--- src/rtl/uart_tx_fsm.sv ---
// UART transmit sequencer: latches a payload on accept, then walks start, data
// (LSB first), optional parity and stop, one frame bit per CLK cycle.
module uart_tx_fsm #(
  parameter int DATA_WIDTH = 8
) (
  input  logic                  CLK,
  input  logic                  RST,
  input  logic [DATA_WIDTH-1:0] P_DATA,
  input  logic                  Data_Valid,
  input  logic                  PAR_EN,
  input  logic                  PAR_TYP,
  output logic [1:0]            mux_sel,
  output logic                  ser_data,
  output logic                  par_bit,
  output logic                  busy
);

  localparam int CW = (DATA_WIDTH > 1) ? $clog2(DATA_WIDTH) : 1;
  localparam logic [CW-1:0] LAST_IDX = CW'(DATA_WIDTH - 1);

  typedef enum logic [2:0] {
    S_IDLE,
    S_START,
    S_DATA,
    S_PARITY,
    S_STOP
  } state_t;

  state_t                state_q, state_d;
  logic [DATA_WIDTH-1:0] shift_q, shift_d;
  logic [CW-1:0]         cnt_q, cnt_d;
  logic                  par_en_q, par_en_d;
  logic                  par_bit_q, par_bit_d;

  always_ff @(posedge CLK) begin
    if (RST) begin
      state_q   <= S_IDLE;
      shift_q   <= '0;
      cnt_q     <= '0;
      par_en_q  <= 1'b0;
      par_bit_q <= 1'b0;
    end else begin
      state_q   <= state_d;
      shift_q   <= shift_d;
      cnt_q     <= cnt_d;
      par_en_q  <= par_en_d;
      par_bit_q <= par_bit_d;
    end
  end

  // Handshake: Data_Valid is a one-sided strobe; the implicit ready is !busy.
  // A strobe with busy=1 is dropped, so upstream must hold off until busy=0.
  always_comb begin
    state_d   = state_q;
    shift_d   = shift_q;
    cnt_d     = cnt_q;
    par_en_d  = par_en_q;
    par_bit_d = par_bit_q;
    case (state_q)
      S_IDLE: begin
        if (Data_Valid) begin
          shift_d   = P_DATA;
          par_en_d  = PAR_EN;
          par_bit_d = (^P_DATA) ^ PAR_TYP;
          cnt_d     = '0;
          state_d   = S_START;
        end
      end
      S_START: state_d = S_DATA;
      S_DATA: begin
        shift_d = shift_q >> 1;
        cnt_d   = cnt_q + CW'(1);
        if (cnt_q == LAST_IDX) begin
          state_d = par_en_q ? S_PARITY : S_STOP;
        end
      end
      S_PARITY: state_d = S_STOP;
      S_STOP:   state_d = S_IDLE;
      default:  state_d = S_IDLE;
    endcase
  end

  always_comb begin
    mux_sel = 2'b00;
    case (state_q)
      S_START:  mux_sel = 2'b01;
      S_DATA:   mux_sel = 2'b10;
      S_PARITY: mux_sel = 2'b11;
      default:  mux_sel = 2'b00;
    endcase
  end

  assign ser_data = shift_q[0];
  assign par_bit  = par_bit_q;
  assign busy     = (state_q != S_IDLE);

endmodule

--- config.mk ---
export PLATFORM = sky130hd
export DESIGN_NAME = uart_tx_fsm
export DESIGN_NICKNAME = d
export VERILOG_FILES = /design/src/rtl/uart_tx_fsm.sv
export SDC_FILE = /design/constraint.sdc
export NUM_CORES = 1
export LEC_CHECK = 0
export BUFFER_PORTS_ARGS = -buffer_cell sky130_fd_sc_hd__buf_2
export CAP_MARGIN = 20
export CORE_AREA = 4 4 46 48
export CTS_BUF_LIST = sky130_fd_sc_hd__clkbuf_4 sky130_fd_sc_hd__clkbuf_8
export DETAILED_ROUTE_END_ITERATION = 10
export DIE_AREA = 0 0 50 52
export PLACE_DENSITY_LB_ADDON = 0.15
export SLEW_MARGIN = 20
export SYNTH_ARGS = -nofsm -noshare
export SYNTH_HDL_FRONTEND = slang
export SYNTH_SLANG_ARGS = --single-unit
--- constraint.sdc ---
create_clock -name CLK -period 4.3 [get_ports CLK]
set_input_delay 0.215 -clock CLK [delete_from_list [all_inputs] [get_ports CLK]]
set_output_delay 0.215 -clock CLK [all_outputs]
set_load 0.02 [all_outputs]
==> metrics.txt <==
vias=619; drt wl/cell=11.8 um; Critical Path Start Type=register; CP Capture Type=register; Final Hold Vio Count=0; drt total wl=between 1000 and 1500 um; vias per cell=around 5; Starting Density=between 40% and 50%; ys flop type=dfxtp_1; dpl ws=about 2300 ps; sequential share of power=about half; Overall Power=approximately 0.00034 W; maxcap violations=0; Distinct cells, synth=28; DR iter-0 viols=4; Static Leak=0.408 nW; Overflow after GRT=0; Final Cycle Share=46.6%; DIE HEIGHT=52 um; Reg-to-Reg Start=state_q[1]; start point of the critical path=state_q[1]; clock group share of total power=between 20 and 30%; area grow syn2layout=12.9%; CTS tree=built; Final Setup Violations=0; gr usage total=12.0%; area share of the largest cell type after synthesis=38.3%; Hold Crit Class=in -> reg; Post-CTS Hold Fix Bufs=0; GPL Wtd Cong=0.743; Final Slew Violations=0; WS Path Type=reg -> reg; Period minus WS final=2000 ps; Setup crit end=shift_q[2]; worst vdd ir=237 uV; Post-Synthesis Cell Area=837 um2; Die Width=50 um; EDFF count, synth=0; Synth area leader=dfxtp_1; CTS sink count=16; number of global-route vias before repair=517; fmax=499 MHz; ys async rst share=0%; clk slew on worst S/H paths=approximately 100 ps; flops & latches, synth=16; Core ar.=0.00171 mm2; number of I/O pins=18; RR Endpoint=shift_q[2]; placed wire-length estimate=between 1000 and 1500 um; H-tree levels=1; number of inserted diodes=0; R2R setup slack=2300 ps; switching share of total power=28.0%; synth top area cells=dfxtp_1 (38%), mux2i_1 (13%), a211oi_1 (6.3%); DRC violations left=0; status=finished clean; clock buffer depth=2; antenna violations before repair=0; Worst-Margin Slew=940 ps; IO Port Bufs=17; Worst Skew=about 1.9 ps; ANT nets after route=0; R2R depth=4; required time of the worst setup path=4440 ps; Post-Syn Nets=100; total CTS buffers=3; total negative setup slack=0 ps; combinational fraction of design power=21.4%; P_sw=between 0.00009 and 0.0001 W; PwrDens=363 mW/mm2; Mean Syn Cell Area=about 9.8 um2; commonest cells after routing, fill and taps aside=buf_2 (17), dfxtp_1 (16), nor2_1 (13); Std-Cell Rows=15; Final nets=115; yosys warns=0; RSZ-0062 raised after global routing=no; worst-path fanout max=9; relative max-transition margin=a little under two fifths; drt first pass iters=4; Worst EP arrival=2140 ps; cell internal pwr=0.000247 W; largest net degree at the start of global routing=18; Post-Synthesis Cells=85; layout cells sized above 1=26.3%; final worst slack=2300 ps; first-pass GRT wire length=2330 um; clk_lat worst skew=290 ps; die area=roughly 0.0026 mm2; Post CTS Setup Buffer Count=0; register area share after synthesis=38.3%; cts repair resizes=0; CTS root buf=clkbuf_4; most common cell after layout, fill and taps aside=buf_2
==> critical path, stage by stage, from the launching register on <==
cell      delay (ps)
dfxtp_1          470
nor3b_1          800
buf_4            300
mux2i_1          190
a211oi_1          90
==> state kept, by name (all words and copies together) (netlist names) <==
register	cells
state_q	3
par_en_q	1
par_bit	1
cnt_q	3
shift_q	8
==> power by group through the flow <==
| stage | sequential (W) | combinational, W | clock [W] |
|---|---|---|---|
| floorplan | 0.000172 | 0.0000587 | 0 |
| global placement | 0.000172 | 0.0000734 | 0 |
| detailed placement | 0.000173 | 0.0000742 | 0 |
| CTS | 0.000169 | 0.0000750 | 0.000102 |
| global route | 0.000171 | 0.0000807 | 0.000110 |
| finish | 0.000169 | 0.0000736 | 0.000101 |
==> metrics by stage <==
stage	hold slack (ps)	cell area (um2)	utilization, %	instances
after floorplan	359	837	-	85
after global placement	447	908	53.2	120
after detailed placement	458	908	53.2	120
after CTS	156	945	55.3	124
after global routing	157	945	55.3	124
final	159	945	55.3	124
==> cell usage after synthesis, drive strengths merged, types with 2 or more instances <==
cell type  count
buf            6
a211oi         7
xnor2          3
mux2i         11
nor3           2
ha             2
or3            2
dfxtp         16
nor2          14
nand3b         2
clkbuf         2
xor2           2
a22oi          2
nor2b          4
==> how the worst min path moves through the flow <==
stage           start        to  slack (ps)  cells after the start
6_report       PAR_EN  par_en_q         160                      3
4_1_cts        PAR_EN  par_en_q         160                      3
3_3_place_gp   PAR_EN  par_en_q         450                      3
5_1_grt        PAR_EN  par_en_q         160                      3
2_1_floorplan  PAR_EN  par_en_q         360                      2
3_5_place_dp   PAR_EN  par_en_q         460                      3
==> routing by layer <==
layer / routed length [um] / vias to the layer above / track usage [%]
li1: - / 327 / -
met1: 744 / 274 / 15.7
met2: 615 / 14 / 17.2
met3: 77 / 4 / 3.72
met4: 30 / 0 / 6.91
met5: 0 / - / 0
==> cell type report <==
cell class                 instances  area, um2
timing repair buffer              18       92.6
tap                               25       31.3
clock buffer                       4       36.3
fill                             166        763
multi-input combinational         60        460
sequential                        16        320
inverter                           1       3.75
==> kinds of logic after synthesis <==
logic type,after synthesis,synth area share [%]
fa+ha+maj,2,2.99
compound gates,12,10.9
flops,16,38.3
xor+xnor,6,7.92
mux,11,13.2
simple gates,29,20.0
buf+inv,9,6.73
(Power assumes the default switching activity.)
